--- src/rtl/button_conditioner.sv ---
// Push-button conditioner: 2-flop sync, per-channel debounce, press strobes.
// Ports: clk, rst_n, btn_raw[3:0] -> btn_level[3:0], btn_pulse[3:0], any_pulse.
// Optional: BTN_AUTOREPEAT_EN adds hold-to-repeat strobes on channel 0 (hit).
module button_conditioner #(
  parameter int DEBOUNCE_CYCLES = 50000,
  parameter int REPEAT_CYCLES   = 12500000
) (
  input  logic       clk,
  input  logic       rst_n,
  input  logic [3:0] btn_raw,
  output logic [3:0] btn_level,
  output logic [3:0] btn_pulse,
  output logic       any_pulse
);

  localparam int CW = $clog2(DEBOUNCE_CYCLES);
  localparam logic [CW-1:0] CNT_LAST = CW'(DEBOUNCE_CYCLES - 1);

  if (DEBOUNCE_CYCLES < 2) begin : g_bad_db
    $error("DEBOUNCE_CYCLES must be >= 2");
  end
  if (REPEAT_CYCLES < 2) begin : g_bad_rep
    $error("REPEAT_CYCLES must be >= 2");
  end

  logic [3:0]    sync1;
  logic [3:0]    sync2;
  logic [3:0]    stable;
  logic [CW-1:0] cnt [4];
  logic [3:0]    accept;
  logic [3:0]    rep_fire;

  // accept: mismatch has persisted long enough, stable flips this edge
  always_comb begin
    accept = '0;
    for (int i = 0; i < 4; i++) begin
      accept[i] = (sync2[i] != stable[i]) && (cnt[i] == CNT_LAST);
    end
  end

  always_ff @(posedge clk or negedge rst_n) begin
    if (!rst_n) begin
      sync1  <= '0;
      sync2  <= '0;
      stable <= '0;
      for (int i = 0; i < 4; i++) begin
        cnt[i] <= '0;
      end
    end else begin
      sync1 <= btn_raw;
      sync2 <= sync1;
      for (int i = 0; i < 4; i++) begin
        if (sync2[i] == stable[i]) begin
          cnt[i] <= '0;
        end else if (accept[i]) begin
          stable[i] <= sync2[i];
          cnt[i]    <= '0;
        end else begin
          cnt[i] <= cnt[i] + CW'(1);
        end
      end
    end
  end

`ifdef BTN_AUTOREPEAT_EN
  localparam int RW = $clog2(REPEAT_CYCLES);
  localparam logic [RW-1:0] REP_LAST = RW'(REPEAT_CYCLES - 1);

  logic [RW-1:0] rep_cnt;

  // level is high now and stays high across this edge
  always_comb begin
    rep_fire    = '0;
    rep_fire[0] = stable[0] && !accept[0] && (rep_cnt == REP_LAST);
  end

  always_ff @(posedge clk or negedge rst_n) begin
    if (!rst_n) begin
      rep_cnt <= '0;
    end else if (!stable[0] || accept[0] || rep_fire[0]) begin
      rep_cnt <= '0;
    end else begin
      rep_cnt <= rep_cnt + RW'(1);
    end
  end
`else
  assign rep_fire = '0;
`endif

  // strobe lines up with the cycle btn_level first reads 1
  always_ff @(posedge clk or negedge rst_n) begin
    if (!rst_n) begin
      btn_pulse <= '0;
    end else begin
      btn_pulse <= (accept & sync2) | rep_fire;
    end
  end

  assign btn_level = stable;
  assign any_pulse = |btn_pulse;

endmodule

--- config.mk ---
export PLATFORM = sky130hd
export DESIGN_NAME = button_conditioner
export DESIGN_NICKNAME = d
export VERILOG_FILES = /design/src/rtl/button_conditioner.sv
export SDC_FILE = /design/constraint.sdc
export NUM_CORES = 1
export LEC_CHECK = 0
export CORE_MARGIN = 4
export CORE_UTILIZATION = 50
export CTS_CLUSTER_DIAMETER = 80
export DETAILED_ROUTE_END_ITERATION = 16
export PLACE_DENSITY = 0.68
export SETUP_SLACK_MARGIN = 0.05
export SKIP_CTS_REPAIR_TIMING = 1
export SYNTH_ARGS = -nofsm -noshare
export SYNTH_HDL_FRONTEND = slang
export SYNTH_SLANG_ARGS = --single-unit
--- constraint.sdc ---
create_clock -name clk -period 5.19 [get_ports clk]
set_clock_uncertainty 0.2 [all_clocks]
set_input_delay 0.519 -clock clk [delete_from_list [all_inputs] [get_ports clk]]
set_output_delay 0.519 -clock clk [all_outputs]
set_load 0.1 [all_outputs]
==> metrics.csv, run 1 <==
stage;metric;value;unit
layout;area grow syn2layout;12.0;%
synth;sequential share of the synthesized area;54.9;%
worst_setup_path;WP data required;4.47;ns
global_route;grt total ovfl;0;
placement;Post-DP HPWL;4230;µm
synth;Syn. warnings;0;
synth;largest family of logic cells by synthesized area;simple AND/OR/NAND/NOR gates;
layout;FILL cells;578;
synth;mux contribution to synthesized area;1.34;%
layout;diode count;0;
floorplan;core region area;0.00694;mm²
placement;GPL Wtd Cong;0.820;
global_route;vias in the first global route;2501;
clocking;Max clock buf depth;2;
global_route;initial antenna violation count;0;
job;Max Cap Viol;0;
clocking;CTS tree;yes;
synth;Synth area leader;dfrtp_1;
route;antenna viol nets, final;0;
synth;Synth Area in Compound Gates;1.72;%
pwr;PD cells;274;mW/mm²
route;Vias;2461;
worst_setup_path;worst endpoint data arrival time;2.21;ns
sta;Slew Limit Fails;0;
sta;Final Hold Fails;0;
outcome;status;complete, no violations;
layout;Layout Cells excl Fill;471;
floorplan;Ports;15;
worst_setup_path;Setup crit end kind;output port;
pwr;Max IR drop VDD;0.167;mV
layout;commonest cells after routing, fill and taps aside;dfrtp_1 (80), nor2_1 (75), xnor2_1 (46);
worst_setup_path;CP Launch Type;flip-flop;
synth;Post-Syn Area;0.00365;mm²
synth;post-synth top area share;54.9;%
pwr;leakage;1.63;nW
synth;Distinct cells, synth;32;
worst_setup_path;CP Max Fanout;2;
synth;Synth Register Bits;80;
route;final wirelength;6150;µm
floorplan;Die Footprint;0.00872;mm²
worst_setup_path;r2r worst-path depth;5;
sta;Fmax;342;MHz
route;Iter 0 DRT Violations;64;
clocking;Reg clk slew, reported paths;0.08;ns
clocking;clock root buffer;clkbuf_8;
worst_setup_path;crit path kind;reg2out;
layout;register area;0.00200;mm²
clocking;CTS Buf Count;9;
route;DR vias/cell;5.23;
layout;Multi-input gate area;0.00158;mm²
sta;Slew headroom;27.7;%
route;drt pass-1 iters;4;
placement;I/O Buffers;14;
synth;ranking of synthesized cells by area;dfrtp_1 (55%), xnor2_1 (11%), nor2_1 (7.7%);
floorplan;Die X;93.4;µm
synth;Avg Synthesized Cell Area;10.5;µm²
layout;Nets;380;
synth;Post-Synth XOR/XNOR Area;14.2;%
clocking;# clock sinks;80;
sta;Final Cycle Share;56.4;%
clocking;Skew-Pair Late Insertion Delay;0.35;ns
sta;TNS Setup;0;ns
placement;placed insts;455;
global_route;GR Util All Layers;16.6;%
route;mean routed wirelength per cell;13.1;µm
synth;syn_nets;357;
synth;post-synthesis simple-gate area fraction;24.6;%
sta;Final Setup Violations;0;
clocking;CTS H-tree depth;3;
floorplan;Die H;93.4;µm
layout;share of layout cells above drive strength 1;8.53;%
hold_path;Hold Path Class;in2async;
sta;Worst-Margin Slew;1.08;ns
synth;Post-Synth Adder-Cell Area;1.37;%
sta;RSZ-0062 raised after global routing;false;
global_route;global-route wire length before repair;11300;µm
floorplan;Rows;30;
global_route;largest net degree at the start of global routing;81;
synth;Post-Synthesis Cells;347;
layout;most common cell after layout, fill and taps aside;dfrtp_1;
route;DRC;0;
floorplan;Initial Utilization;52.5;%
sta;Final min period;2.93;ns
[area by class of cell]
cell class | count | share of cell area (%)
clock buffer | 9 | 3.03
clock inverter | 7 | 1.53
inverter | 10 | 0.919
multi-input combinational | 252 | 38.6
sequential | 80 | 49.0
tap | 96 | 2.94
timing repair buffer | 17 | 3.92
[state kept, by name (all words and copies together), names as in the netlist]
register,cells
sync2,4
btn_level,4
cnt,64
sync1,4
btn_pulse,4
[cell usage after synthesis, drive strengths merged]
library cell  number
or4b               2
nor4              17
nand3b             1
nor4b              1
nand2             15
or3b               1
nor2              75
nand4             14
clkbuf             1
and3               6
xnor2             46
a21oi              1
inv               10
and4               1
buf                4
or4                5
or3                1
nor3              11
nand3             26
o41ai              3
mux2               4
a31o               1
dfrtp             80
nor3b              4
xor2              13
ha                 4
[through the flow]
stage	utilization [%]	hold slack, ns	area [µm²]	power (W)	setup slack, ns
after detailed placement	56.1	0.137	3900	0.000695	2.63
final	58.8	0.115	4080	0.00112	2.26
after CTS	58.8	0.155	4080	0.00114	2.24
after global routing	58.8	0.165	4080	0.00117	2.21
after floorplan	-	0.0234	3650	0.000673	2.67
after global placement	56.1	0.132	3900	0.000695	2.64
[final timing paths]
kind,startpoint,end,slack [ns]
hold reg to reg,sync1[3],sync2[3],0.15
hold / removal,rst_n,cnt[37],0.12
min in group clk,sync1[3],sync2[3],0.15
setup reg to reg,cnt[43],cnt[46],2.94
max in group asynchronous,rst_n,cnt[55],4.06
setup / recovery,btn_pulse[1],any_pulse,2.26
[worst max-delay path, stage by stage (launching register included)]
cell and delay, ns:
dfrtp_1 0.38, or4_1 0.51, clkdlybuf4s50_1 0.98
[per-layer routing]
layer	GRT usage, %	vias up	wire (µm)
li1	-	1237	-
met1	22.5	1174	3040
met2	25.4	40	2770
met3	5.39	10	254
met4	5.49	0	82
met5	0	-	0
[where the power goes]
group	switching [W]	leakage, nW	total (W)	internal [W]
Combinational	0.0000244	0.447	0.0000383	0.0000139
Clock	0.000218	0.0985	0.000436	0.000218
Sequential	0.00000931	1.09	0.000643	0.000633
[cells by family (layout without fill, tap and decap cells)]
| family | after synthesis | after routing |
|---|---|---|
| and+or+nand+nor | 180 | 180 |
| DFF | 80 | 80 |
| xor gates and xnor gates | 59 | 59 |
| buffers and inverters | 15 | 43 |
| AOI/OAI and AO/OA | 5 | 5 |
| adders and majority gates | 4 | 4 |
| muxes | 4 | 4 |
Power figures use the tool's default switching activity.
==> inputs of run 2 (changes only) <==
==> constraint.sdc (replaced) <==
create_clock -name clk -period 3 [get_ports clk]
set_clock_uncertainty 0.2 [all_clocks]
set_input_delay 0.3 -clock clk [delete_from_list [all_inputs] [get_ports clk]]
set_output_delay 0.3 -clock clk [all_outputs]
set_load 0.1 [all_outputs]
==> run 2 against run 1 <==
Global-route usage fell by 0.90 points. Utilization increased by 0.20 points. Sequential power up 73%. Die area stayed put. Critical path depth is 1 higher. Non-clock buffer count up 3. Final cell count is 0.64% higher. Worst hold slack improved by 0.034 ns. Combinational power rose by 81%. Clock-buffer cell count rose by 2. Routed wire length is essentially flat. Flip-flop and latch count is the same. Largest power group unchanged.
==> metrics.csv, run 2 (synthesized netlist as in run 1, its figures left out) <==
stage;metric;value;unit;change
worst_setup_path;Setup crit end kind;flip-flop;;was output port
global_route;initial antenna violation count;0;;unchanged
pwr;PD cells;480;mW/mm²;was 274 mW/mm²
layout;number of flip-flops in the largest register;64;;unchanged
layout;share of layout cells above drive strength 1;11.1;%;was 8.53%
sta;Final Cycle Share;71.8;%;
sta;RSZ-0062 raised after global routing;false;;unchanged
route;Vias;2471;;was 2461
worst_setup_path;RR Endpoint;btn_level[0];;was cnt[46]
pwr;Max IR drop VDD;0.272;mV;was 0.167 mV
sta;Slew headroom;36.9;%;was 27.7%
floorplan;Initial Utilization;52.5;%;unchanged
layout;most common cell after layout, fill and taps aside;dfrtp_1;;unchanged
clocking;CTS tree;yes;;unchanged
route;Iter 0 DRT Violations;59;;was 64
worst_setup_path;CP Max Fanout;6;;was 2
clocking;clock root buffer;clkbuf_8;;unchanged
layout;Top reg by flops;cnt;;unchanged
worst_setup_path;flop2flop setup slack;0.85;ns;was 2.94 ns
sta;Fin Hold WS;0.149;ns;was 0.115 ns
clocking;Skew-Pair Late Insertion Delay;0.35;ns;about the same
floorplan;Die H;93.4;µm;unchanged
sta;Worst-Margin Slew;0.947;ns;was 1.08 ns
route;final wirelength;6150;µm;about the same
clocking;# clock sinks;80;;unchanged
clocking;CTS H-tree depth;3;;unchanged
outcome;status;complete, no violations;;unchanged
layout;FILL cells;579;;was 578
hold_path;hold endpoint;sync2[0];;
floorplan;Ports;15;;unchanged
layout;Nets;383;;was 380
worst_setup_path;r2r worst-path depth;3;;was 5
global_route;grt total ovfl;0;;unchanged
worst_setup_path;crit path kind;reg2reg;;was reg2out
route;antenna viol nets, final;0;;unchanged
global_route;global-route wire length before repair;10700;µm;was 11300 µm
clocking;Max clock buf depth;2;;unchanged
sta;Final min period;2.15;ns;
sta;Final Hold Fails;0;;unchanged
placement;I/O Buffers;14;;unchanged
route;mean routed wirelength per cell;13.0;µm;was 13.1 µm
hold_path;hold_sp;sync1[0];;
floorplan;Die Footprint;0.00872;mm²;unchanged
layout;area grow syn2layout;12.4;%;was 12.0%
placement;GPL Wtd Cong;0.831;;was 0.820
sta;Final Setup Violations;0;;unchanged
floorplan;core region area;0.00694;mm²;unchanged
sta;Fmax;464;MHz;
worst_setup_path;worst r2r src;cnt[55];;was cnt[43]
job;Max Cap Viol;0;;unchanged
pwr;leakage;1.67;nW;was 1.63 nW
hold_path;Hold Path Class;reg2reg;;was in2async
sta;Slew Limit Fails;0;;unchanged
sta;TNS Setup;0;ns;unchanged
route;drt pass-1 iters;4;;unchanged
placement;Post-DP HPWL;4260;µm;was 4230 µm
global_route;GR Util All Layers;15.7;%;was 16.6%
worst_setup_path;CP Launch Type;flip-flop;;unchanged
route;DR vias/cell;5.21;;was 5.23
global_route;largest net degree at the start of global routing;81;;unchanged
layout;commonest cells after routing, fill and taps aside;dfrtp_1 (80), nor2_1 (75), xnor2_1 (46);;unchanged
global_route;vias in the first global route;2388;;was 2501
clocking;Reg clk slew, reported paths;0.08;ns;about the same
floorplan;Rows;30;;unchanged
clocking;CTS Buf Count;9;;unchanged
floorplan;Die X;93.4;µm;unchanged
hold_path;worst hold path cell count;0;;
route;DRC;0;;unchanged
worst_setup_path;WP data required;3.03;ns;was 4.47 ns
layout;diode count;0;;unchanged
worst_setup_path;worst endpoint data arrival time;2.19;ns;was 2.21 ns
[run 2: cell types whose count changed in the layout (fill, tap and decap cells not counted)]
cell,change
clkbuf_8,+1
buf_4,+11
clkinv_4,+1
clkinv_2,-3
dlygate4sd3_1,+1
clkdlybuf4s50_1,-9
clkbuf_1,+1
[run 2: layer usage]
metal	global-route usage, %	routed length (µm)	part of all wire (%)	vias to the layer above
li1	-	-	-	1242
met1	21.9	3130	51	1185
met2	22.6	2680	44	35
met3	4.18	221	3.6	9
met4	7.94	119	1.9	0
met5	0	0	0	-
[run 2: worst max-delay path, stage by stage (launching register included)]
cell     delay (ns)
dfrtp_1        0.44
or4b_1         0.52
or4_4          0.57
mux2_4         0.31
[run 2: cell type report]
type / instances / area (µm²) / share of cell area, %
Sequential cell: 80 / 2000 / 48.9
Multi-Input combinational cell: 252 / 1580 / 38.5
Timing Repair Buffer: 20 / 163 / 3.97
Clock buffer: 11 / 141 / 3.45
Tap cell: 96 / 120 / 2.93
Clock inverter: 5 / 56.3 / 1.37
Inverter: 10 / 37.5 / 0.916
[run 2: worst max path at each step]
stage	start	to	slack [ns]
finish	cnt[55]	btn_level[0]	0.85
global route	cnt[29]	cnt[28]	0.68
CTS	cnt[55]	btn_level[0]	0.84
detailed placement	cnt[55]	btn_level[0]	0.85
global placement	cnt[55]	btn_level[0]	0.89
floorplan	btn_pulse[1]	any_pulse	0.70
[run 2: metrics by stage]
step / setup slack [ns] / cell area, µm² / std cells / utilization, % / power, W
floorplan: 0.695 / 3650 / 347 / - / 0.00117
global placement: 0.887 / 3890 / 457 / 56.0 / 0.00120
detailed placement: 0.853 / 3890 / 457 / 56.0 / 0.00121
CTS: 0.844 / 4090 / 473 / 58.8 / 0.00199
global route: 0.677 / 4100 / 474 / 59.0 / 0.00206
finish: 0.845 / 4100 / 474 / 59.0 / 0.00197
[run 2: report_power, final]
part | switching [W] | internal [W] | leakage [nW]
clock network | 0.000379 | 0.000406 | 0.0993
logic | 0.0000425 | 0.0000269 | 0.479
registers | 0.0000162 | 0.00110 | 1.09
total | 0.000437 | 0.00153 | 1.67
==> inputs of run 3 (changes only) <==
==> constraint.sdc (replaced) <==
create_clock -name clk -period 2 [get_ports clk]
set_clock_uncertainty 0.2 [all_clocks]
set_input_delay 0.2 -clock clk [delete_from_list [all_inputs] [get_ports clk]]
set_output_delay 0.2 -clock clk [all_outputs]
set_load 0.1 [all_outputs]
==> run 3 against run 2 <==
The run now ends with negative setup slack left. Global-route usage rose by 1.3 points. Worst setup slack got worse by 0.96 ns. Combinational power rose by 93%. Routed wire length rose by 9.2%. Sequential power rose by 50%. Critical endpoint unchanged. Cell area rose by 9.0%. Via count rose by 7.4%. Critical path depth did not move. Register-to-register slack got worse by 0.96 ns. Maximum frequency rose by 1.9%. First-iteration DRC count rose by 37%. Flip-flop and latch count did not move.
==> metrics.csv, run 3 (synthesized netlist as in run 1, its figures left out) <==
stage;metric;value;unit;change
sta;fin worst setup slack;-0.114;ns;was 0.845 ns
sta;TNS Setup;-0.911;ns;was 0 ns
job;Max Cap Viol;0;;unchanged
sta;RSZ-0062 raised after global routing;true;;was false
route;DRC;0;;unchanged
route;Vias;2655;;was 2471
worst_setup_path;WP data required;2.03;ns;was 3.03 ns
sta;Final Cycle Share;106;%;was 71.8%
hold_path;hold_sp;btn_raw[0];;was sync1[0]
layout;fin util;64.3;%;was 59.0%
floorplan;Ports;15;;unchanged
outcome;status;finished with violations;;was complete, no violations
clocking;# clock sinks;80;;unchanged
worst_setup_path;Critical Path Max Stage Delay;0.57;ns;about the same
layout;number of flip-flops in the largest register;64;;unchanged
route;Iter 0 DRT Violations;81;;was 59
placement;GPL Wtd Cong;0.850;;was 0.831
layout;share of layout cells above drive strength 1;21.4;%;was 11.1%
layout;Nets;421;;was 383
sta;Final Setup Violations;18;;was 0
worst_setup_path;crit path kind;reg2reg;;unchanged
route;drt pass-1 iters;4;;unchanged
worst_setup_path;CP Launch Type;flip-flop;;unchanged
sta;Final Hold Fails;0;;unchanged
layout;diode count;0;;unchanged
floorplan;Die X;93.4;µm;unchanged
sta;Worst-Margin Slew;0.454;ns;was 0.947 ns
sta;Slew Limit Fails;0;;unchanged
pwr;Max IR drop VDD;0.481;mV;was 0.272 mV
worst_setup_path;CP Cell Sequence;or4b_4 > or4_4 > mux2_4;;was or4b_1 > or4_4 > mux2_4
sta;Fin Hold WS;0.0871;ns;was 0.149 ns
clocking;Skew-Pair Late Insertion Delay;0.35;ns;about the same
layout;Top reg by flops;cnt;;unchanged
layout;area grow syn2layout;22.5;%;was 12.4%
worst_setup_path;CP Max Fanout;4;;was 6
floorplan;Rows;30;;unchanged
worst_setup_path;crit-path leading delay family;simple AND/OR/NAND/NOR gates;;unchanged
floorplan;core region area;0.00694;mm²;unchanged
layout;most common cell after layout, fill and taps aside;dfrtp_1;;unchanged
clocking;Max clock buf depth;2;;unchanged
worst_setup_path;Setup crit end kind;flip-flop;;unchanged
worst_setup_path;Crit. Startpoint;cnt[52];;was cnt[55]
global_route;initial antenna violation count;0;;unchanged
clocking;clock root buffer;clkbuf_8;;unchanged
floorplan;Initial Utilization;52.5;%;unchanged
clocking;CTS tree;yes;;unchanged
sta;Fmax;473;MHz;was 464 MHz
layout;FILL cells;562;;was 579
worst_setup_path;slowest CP cell;or4_4;;unchanged
placement;I/O Buffers;14;;unchanged
clocking;Reg clk slew, reported paths;0.08;ns;about the same
worst_setup_path;worst r2r src;cnt[52];;was cnt[55]
worst_setup_path;worst endpoint data arrival time;2.15;ns;was 2.19 ns
clocking;CTS H-tree depth;3;;unchanged
floorplan;Die H;93.4;µm;unchanged
route;DR vias/cell;5.20;;was 5.21
worst_setup_path;crit path buf inv count;0;;unchanged
global_route;global-route wire length before repair;11700;µm;was 10700 µm
hold_path;Hold Path Class;in2reg;;was reg2reg
global_route;GR Util All Layers;17.1;%;was 15.7%
sta;Final min period;2.11;ns;was 2.15 ns
pwr;leakage;1.89;nW;was 1.67 nW
global_route;grt total ovfl;0;;unchanged
pwr;PD cells;663;mW/mm²;was 480 mW/mm²
outcome;failing checks;negative setup slack;;
global_route;largest net degree at the start of global routing;36;;was 81
global_route;vias in the first global route;2579;;was 2388
sta;Slew headroom;69.7;%;was 36.9%
layout;commonest cells after routing, fill and taps aside;dfrtp_1 (80), nor2_1 (75), buf_4 (50);;was dfrtp_1 (80), nor2_1 (75), xnor2_1 (46)
clocking;CTS Buf Count;9;;unchanged
floorplan;Die Footprint;0.00872;mm²;unchanged
route;final wirelength;6710;µm;was 6150 µm
route;antenna viol nets, final;0;;unchanged
route;mean routed wirelength per cell;13.1;µm;was 13.0 µm
placement;Post-DP HPWL;4660;µm;was 4260 µm
-- run 3: cell types whose count changed in the layout (fill, tap and decap cells not counted), sizes merged --
cell / delta
clkbuf: +1
buf: +38
clkinv: -2
-- run 3: worst reg2reg max path, stage by stage, from the launching register on --
cell and delay [ns]:
dfrtp_1 0.41, or4b_4 0.51, or4_4 0.57, mux2_4 0.31
-- run 3: path summary, 6_finish.rpt --
path                            cells after the start           end  slack (ns)
worst max-delay path                                3  btn_level[0]       -0.11
worst min-delay path                                1      sync1[0]        0.09
worst max register to register                      3  btn_level[0]       -0.11
worst min register to register                      0      sync2[1]        0.15
max in group asynchronous                           3       cnt[24]        0.93
min in group asynchronous                           2       cnt[42]        0.13
-- run 3: layer usage --
metal	share of wire (%)	global-route usage, %
met5	0	0
met4	1.7	6.72
met3	3.8	4.26
met2	46	25.6
met1	49	23.8
-- run 3: where the power goes --
part | switching (W) | internal [W] | total, W
clock | 0.000559 | 0.000604 | 0.00116
sequential | 0.0000229 | 0.00164 | 0.00167
combinational | 0.0000741 | 0.0000594 | 0.000134
-- run 3: area by class of cell --
type	instances	area, µm²	area share [%]
clock buffer	12	145	3.25
clock inverter	3	42.5	0.952
inverter	10	37.5	0.840
multi-input combinational	252	1640	36.8
sequential	80	2000	44.8
tap	96	120	2.69
timing repair buffer	58	477	10.7
-- run 3: per-stage QoR --
stage / instances / worst slack, ns / power, W / area [µm²]
floorplan: 347 / -0.0848 / 0.00175 / 3660
global placement: 492 / -0.0743 / 0.00182 / 4200
detailed placement: 492 / -0.0910 / 0.00182 / 4200
CTS: 507 / -0.120 / 0.00299 / 4380
global route: 511 / -0.143 / 0.00309 / 4470
finish: 511 / -0.114 / 0.00296 / 4470
